$ cat config.mk
export PLATFORM = sky130hd
export DESIGN_NAME = ysyx_25040101_mem_arbiter
export DESIGN_NICKNAME = d
export VERILOG_FILES = /design/src/rtl/ysyx_25040101_pkg.sv /design/src/rtl/ysyx_25040101_rr_arb2.sv /design/src/rtl/ysyx_25040101_mem_arbiter.sv
export SDC_FILE = /design/constraint.sdc
export NUM_CORES = 1
export LEC_CHECK = 0
export ABC_AREA = 1
export BUFFER_PORTS_ARGS = -buffer_cell sky130_fd_sc_hd__buf_2
export CORE_AREA = 2 2 110 112
export CTS_BUF_LIST = sky130_fd_sc_hd__clkbuf_8 sky130_fd_sc_hd__clkbuf_16
export CTS_CLUSTER_SIZE = 30
export DETAILED_ROUTE_END_ITERATION = 8
export DIE_AREA = 0 0 112 114
export PLACE_DENSITY = 0.85
export SLEW_MARGIN = 20
export SYNTH_ARGS = -nofsm -noshare
export SYNTH_HDL_FRONTEND = slang
export SYNTH_SLANG_ARGS = --single-unit
$ cat constraint.sdc
create_clock -name i_clk -period 4.7 [get_ports i_clk]
set_clock_uncertainty 0.1 [all_clocks]
set_input_delay 1.175 -clock i_clk [delete_from_list [all_inputs] [get_ports i_clk]]
set_output_delay 1.175 -clock i_clk [all_outputs]
set_load 0.005 [all_outputs]
$ cat src/rtl/ysyx_25040101_pkg.sv
// ---------------------------------------------------------------------------
// ysyx_25040101_pkg
// Shared types and constants for the ysyx_25040101 memory arbiter:
//   state_e  - arbiter FSM states (IDLE, REQ, RESP, DONE)
//   owner_e  - which master owns the current transaction (IFU=0, LSU=1)
//   req_t    - buffered request payload forwarded to the memory slave
//   ADDR_W / DATA_W / STRB_W - bus widths
// ---------------------------------------------------------------------------
package ysyx_25040101_pkg;

  localparam int ADDR_W = 32;
  localparam int DATA_W = 32;
  localparam int STRB_W = 4;

  typedef enum logic [1:0] {
    ST_IDLE = 2'd0,
    ST_REQ  = 2'd1,
    ST_RESP = 2'd2,
    ST_DONE = 2'd3
  } state_e;

  // The encoding doubles as the bit index into the arbiter grant vector.
  typedef enum logic {
    OWNER_IFU = 1'b0,
    OWNER_LSU = 1'b1
  } owner_e;

  typedef struct packed {
    logic [ADDR_W-1:0] addr;
    logic [DATA_W-1:0] wdata;
    logic [STRB_W-1:0] wstrb;
    logic              wen;
  } req_t;

  // Fetches are read-only: the store fields are forced to zero so the slave
  // never sees stray strobes from the fetch path.
  function automatic req_t make_ifu_req(input logic [ADDR_W-1:0] addr);
    req_t r;
    r.addr  = addr;
    r.wdata = '0;
    r.wstrb = '0;
    r.wen   = 1'b0;
    return r;
  endfunction

endpackage

$ cat src/rtl/ysyx_25040101_rr_arb2.sv
// ---------------------------------------------------------------------------
// ysyx_25040101_rr_arb2
// Combinational 2-way round-robin picker.
//   i_req[0]/i_req[1] - IFU / LSU request bits
//   i_last_grant      - owner granted by the previous completed transaction
//   o_grant[1:0]      - one-hot grant (bit index = owner_e encoding)
// A lone requester always wins; under contention the master that was not
// granted last wins.
// ---------------------------------------------------------------------------
module ysyx_25040101_rr_arb2
  import ysyx_25040101_pkg::*;
(
  input  logic [1:0] i_req,
  input  owner_e     i_last_grant,
  output logic [1:0] o_grant
);

  // NOTE: every combinational output gets a default before the case so no
  // path leaves it unassigned, which would otherwise infer a latch.
  always_comb begin
    o_grant = 2'b00;
    unique case (i_req)
      2'b01:   o_grant = 2'b01;
      2'b10:   o_grant = 2'b10;
      2'b11:   o_grant = (i_last_grant == OWNER_LSU) ? 2'b01 : 2'b10;
      default: o_grant = 2'b00;
    endcase
  end

endmodule

$ cat src/rtl/ysyx_25040101_mem_arbiter.sv
// ---------------------------------------------------------------------------
// ysyx_25040101_mem_arbiter
// Shares one memory slave port between the IFU (read-only) and the LSU
// (read/write). One transaction at a time; request and response are buffered.
//
// Ports:
//   i_clk, i_rst_n                      clock, asynchronous active-low reset
//   i_ifu_req_* / o_ifu_req_ready       IFU request handshake + address
//   o_ifu_resp_* / i_ifu_resp_ready     IFU response handshake, data, error
//   i_lsu_req_* / o_lsu_req_ready       LSU request handshake + payload
//   o_lsu_resp_* / i_lsu_resp_ready     LSU response handshake, data, error
//   o_s_req_* / i_s_req_ready           request to the memory slave
//   i_s_resp_* / o_s_resp_ready         response from the memory slave
//   o_busy                              arbiter not idle
//
// TIMEOUT_CYCLES (>= 2) bounds the cycles spent in REQ+RESP; on expiry the
// owner receives rdata=0, err=1.
// ---------------------------------------------------------------------------
module ysyx_25040101_mem_arbiter
  import ysyx_25040101_pkg::*;
#(
  parameter int TIMEOUT_CYCLES = 255
) (
  input  logic              i_clk,
  input  logic              i_rst_n,

  input  logic              i_ifu_req_valid,
  output logic              o_ifu_req_ready,
  input  logic [ADDR_W-1:0] i_ifu_req_addr,
  output logic              o_ifu_resp_valid,
  input  logic              i_ifu_resp_ready,
  output logic [DATA_W-1:0] o_ifu_resp_rdata,
  output logic              o_ifu_resp_err,

  input  logic              i_lsu_req_valid,
  output logic              o_lsu_req_ready,
  input  logic [ADDR_W-1:0] i_lsu_req_addr,
  input  logic [DATA_W-1:0] i_lsu_req_wdata,
  input  logic [STRB_W-1:0] i_lsu_req_wstrb,
  input  logic              i_lsu_req_wen,
  output logic              o_lsu_resp_valid,
  input  logic              i_lsu_resp_ready,
  output logic [DATA_W-1:0] o_lsu_resp_rdata,
  output logic              o_lsu_resp_err,

  output logic              o_s_req_valid,
  input  logic              i_s_req_ready,
  output logic [ADDR_W-1:0] o_s_req_addr,
  output logic [DATA_W-1:0] o_s_req_wdata,
  output logic [STRB_W-1:0] o_s_req_wstrb,
  output logic              o_s_req_wen,
  input  logic              i_s_resp_valid,
  output logic              o_s_resp_ready,
  input  logic [DATA_W-1:0] i_s_resp_rdata,
  input  logic              i_s_resp_err,

  output logic              o_busy
);

  // Timer only needs to reach TIMEOUT_CYCLES-1 before the FSM leaves.
  localparam int              TW         = (TIMEOUT_CYCLES > 2) ? $clog2(TIMEOUT_CYCLES) : 1;
  localparam logic [TW-1:0]   TIMER_LAST = TW'(TIMEOUT_CYCLES - 1);

  state_e            r_state;
  state_e            w_state_nxt;
  owner_e            r_owner;
  owner_e            r_last_grant;
  req_t              r_req;
  logic [DATA_W-1:0] r_rdata;
  logic              r_err;
  logic [TW-1:0]     r_timer;

  logic [1:0]        w_grant;
  logic              w_grant_any;
  logic              w_timeout;
  logic              w_done;
  logic              w_owner_ready;
  logic              w_resp_hs;

  ysyx_25040101_rr_arb2 u_rr_arb2 (
    .i_req        ({i_lsu_req_valid, i_ifu_req_valid}),
    .i_last_grant (r_last_grant),
    .o_grant      (w_grant)
  );

  assign w_grant_any   = |w_grant;
  assign w_timeout     = (r_timer == TIMER_LAST);
  assign w_done        = (r_state == ST_DONE);
  assign w_owner_ready = (r_owner == OWNER_LSU) ? i_lsu_resp_ready : i_ifu_resp_ready;
  assign w_resp_hs     = w_done && w_owner_ready;

  // Next-state logic. A successful handshake is tested before the timeout so
  // success wins when both coincide.
  always_comb begin
    w_state_nxt = r_state;
    unique case (r_state)
      ST_IDLE: if (w_grant_any)    w_state_nxt = ST_REQ;
      ST_REQ: begin
        if (i_s_req_ready)         w_state_nxt = ST_RESP;
        else if (w_timeout)        w_state_nxt = ST_DONE;
      end
      ST_RESP: begin
        if (i_s_resp_valid)        w_state_nxt = ST_DONE;
        else if (w_timeout)        w_state_nxt = ST_DONE;
      end
      ST_DONE: if (w_resp_hs)      w_state_nxt = ST_IDLE;
      default:                     w_state_nxt = ST_IDLE;
    endcase
  end

  // NOTE: state is updated with non-blocking assignments so every register
  // samples the pre-edge values, independent of statement order.
  always_ff @(posedge i_clk or negedge i_rst_n) begin
    if (!i_rst_n) r_state <= ST_IDLE;
    else          r_state <= w_state_nxt;
  end

  // NOTE: the request/response buffers are plain registers, not a memory, so
  // they are reset; this keeps the slave payload and response data outputs at
  // zero out of reset.
  always_ff @(posedge i_clk or negedge i_rst_n) begin
    if (!i_rst_n) begin
      r_owner      <= OWNER_IFU;
      r_last_grant <= OWNER_LSU;
      r_req        <= '0;
      r_rdata      <= '0;
      r_err        <= 1'b0;
      r_timer      <= '0;
    end else begin
      unique case (r_state)
        ST_IDLE: begin
          if (w_grant_any) begin
            r_timer <= '0;
            if (w_grant[OWNER_LSU]) begin
              r_owner      <= OWNER_LSU;
              r_req.addr   <= i_lsu_req_addr;
              r_req.wdata  <= i_lsu_req_wdata;
              r_req.wstrb  <= i_lsu_req_wstrb;
              r_req.wen    <= i_lsu_req_wen;
            end else begin
              r_owner <= OWNER_IFU;
              r_req   <= make_ifu_req(i_ifu_req_addr);
            end
          end
        end
        ST_REQ: begin
          r_timer <= r_timer + 1'b1;
          if (!i_s_req_ready && w_timeout) begin
            r_rdata <= '0;
            r_err   <= 1'b1;
          end
        end
        ST_RESP: begin
          r_timer <= r_timer + 1'b1;
          if (i_s_resp_valid) begin
            r_rdata <= i_s_resp_rdata;
            r_err   <= i_s_resp_err;
          end else if (w_timeout) begin
            r_rdata <= '0;
            r_err   <= 1'b1;
          end
        end
        ST_DONE: begin
          if (w_resp_hs) r_last_grant <= r_owner;
        end
        default: ;
      endcase
    end
  end

  // Master-side outputs: only the winner/owner ever sees ready/valid/data.
  assign o_ifu_req_ready  = (r_state == ST_IDLE) && w_grant[OWNER_IFU];
  assign o_lsu_req_ready  = (r_state == ST_IDLE) && w_grant[OWNER_LSU];

  assign o_ifu_resp_valid = w_done && (r_owner == OWNER_IFU);
  assign o_lsu_resp_valid = w_done && (r_owner == OWNER_LSU);
  assign o_ifu_resp_rdata = o_ifu_resp_valid ? r_rdata : '0;
  assign o_lsu_resp_rdata = o_lsu_resp_valid ? r_rdata : '0;
  assign o_ifu_resp_err   = o_ifu_resp_valid && r_err;
  assign o_lsu_resp_err   = o_lsu_resp_valid && r_err;

  // Slave-side outputs. s_resp_ready stays high outside DONE so stale
  // responses from abandoned transactions are drained and dropped.
  assign o_s_req_valid    = (r_state == ST_REQ);
  assign o_s_req_addr     = r_req.addr;
  assign o_s_req_wdata    = r_req.wdata;
  assign o_s_req_wstrb    = r_req.wstrb;
  assign o_s_req_wen      = r_req.wen;
  assign o_s_resp_ready   = (r_state != ST_DONE);

  assign o_busy           = (r_state != ST_IDLE);

endmodule
==> flow_summary.ini <==
[clocking]
postCtsHoldBufs = 0
clock_path_buffers = 2
root_buffer = clkbuf_16
post_cts_buffers = 0
clkSlewWorstSetupHoldPaths_ps = 50
clk_latency_ps = 400
numCtsBuffers = 17
cts_num_sinks = 114
cts_tree = built
htreeDepth = 4
post_cts_resized = 0

[die]
die_height_um = 114
dieArea_um2 = 12770
num_rows = 40
fp.dieW_um = 112
io-pin-count = 284
core_area_um2 = 11710
initial_core_util_pct = 48.51

[final_layout]
nets = 1150
area_growth_pct = 35.72
final-instance-count-excl-fill = 1162
seqCellArea_um2 = 2854
drive_gt1_share_pct = 33.99
fillers = 997
multi_input_area_um2 = 2288
design_area_um2 = 7711
diodes = 0

[drt]
routed_via_density = 4.875
drtIter0Drc = 288
top_layer = met4
remaining_drc_errors = 0
first_pass_iters = 4
wl_met1_um = 6581
num_vias = 5665
dr_wl_met2_um = 7520
ant_nets = 0
wl_um = 15290
wl_per_cell_um = 13.16
wl_met3_um = 947

[synthesis]
synthesis.nets = 885
ys_ff_latch = 114
synth.area.top_cells = dfrtp_1, nand2_1, nand3_1
synthFlopType = dfrtp_1
synthArstFlopShare_pct = 100.0
synth-edff-count = 0
synth_seq_area_share_pct = 50.23
ys_warn_count = 0
synthTopCellsByCount = nand2_1, dfrtp_1, inv_1
synth_area_um2 = 5682
yosysMostFrequentCell = nand2_1
yosysTopAreaCell = dfrtp_1
ys_types = 24
synth_top_area_share_pct = 49.77
syn_avg_cell_area_um2 = 7.709
synth_cells = 737

[placement]
place_hpwl_um = 10870
port_buffers = 283
globalplace.congestion = 0.8503
place_area_um2 = 7119
dp.cells = 1130

[timing]
whs_ps = 383.5
slew_headroom_pct = 29.94
tns_ps = 0
rsz0062_at_grt = false
max_freq_mhz = 288.9
drv_slew = 0
hold_viol_final = 0
finalSetupViolations = 0
worstMarginPinSlew_ps = 1048
fin_crit_ps = 3461
finalCritPeriodShare_pct = 73.65

[worst_setup_path]
path_class = flop to primary output
critPathLaunchType = flop
cp_data_arrival_time_ps = 2190
crit_path_end_kind = primary output
required_ps = 3420
crit_fanout = 34

[global_route]
grt_overflow_total = 0
grt_pass1_wl_um = 24580
antenna_found_initial = 0
grt_max_degree = 72
grt_pass1_vias = 5115
grt_usage_pct = 23.95

[power]
pwr_density_cell_nw_per_um2 = 570.8
ir_drop_v = 0.0003618
leakage_nw = 4.367

[min_path]
holdCritPathClass = flop to flop

[status]
outcome = completed

[run]
drv_cap = 0
## sequential cells by signal, summed over array words and instances (netlist names)
name	flops
o_s_req_wen	1
o_s_req_addr	32
o_s_req_wstrb	4
r_last_grant	1
o_s_req_wdata	32
r_err	1
r_rdata	32
r_owner	1
r_timer	8
r_state	2
## cells by family after synthesis
family / share of synthesized area (%)
compound gates: 9.403
xor+xnor: 0.1542
fa+ha+maj: 1.321
buf+inv: 9.755
flops: 50.23
simple gates: 29.13
## area by class of cell
type	instances	area share [%]
Sequential cell	114	37.01
Multi-Input combinational cell	492	29.68
Timing Repair Buffer	290	19.08
Clock buffer	17	5.517
Inverter	87	4.235
Tap cell	147	2.385
Clock inverter	15	2.093
## per-stage QoR
stage,setup slack [ps],utilization [%],power [mW]
finish,1239,65.84,4.401
global route,1063,65.84,4.737
CTS,1231,65.80,4.438
detailed placement,1639,60.79,3.157
global placement,1628,60.79,3.115
floorplan,1683,-,2.591
## report_power, final
group	internal, mW	total (mW)	switching [mW]
clock network	0.785	1.26	0.474
logic	0.587	1.58	0.988
registers	1.35	1.57	0.213
## per-layer routing
layer / global-route usage (%) / vias to the layer above
li1: - / 2845
met1: 30.78 / 2575
met2: 40.12 / 226
met3: 6.057 / 19
met4: 7.805 / 0
met5: 0 / -
## final timing paths
path                                              from                            to  slack [ps]  depth (start not counted)
worst max-delay path            r_state[0]$_DFFE_PN0P_           o_lsu_resp_rdata[7]        1240                          4
worst min-delay path            r_rdata[0]$_DFFE_PN0P_        r_rdata[0]$_DFFE_PN0P_         380                          2
worst max register to register  r_state[0]$_DFFE_PN0P_       r_rdata[24]$_DFFE_PN0P_        2340                          8
worst min register to register  r_rdata[0]$_DFFE_PN0P_        r_rdata[0]$_DFFE_PN0P_         380                          2
max in group asynchronous                      i_rst_n  o_s_req_wdata[3]$_DFFE_PN0P_        2870                          2
min in group asynchronous                      i_rst_n       r_rdata[31]$_DFFE_PN0P_         730                          1
## critical path: stages, from the launching register on
cell and delay [ps]:
dfrtp_1 410, ha_1 240, nand2_1 770, nor2_1 170, buf_2 190
## placed cells by master, fill, tap and decap left out, drive strengths merged, types with 3 or more instances in the layout
master	synthesis	routed
buf	19	290
nand2	246	246
dfrtp	113	113
inv	87	89
nand3	76	76
nor2	75	75
o21ai	43	43
o211ai	32	32
clkbuf	25	17
clkinv	0	8
nand4	6	6
ha	6	6
a21oi	3	3
clkinvlp	0	3
Note: power is estimated with default switching activity, not from simulation.
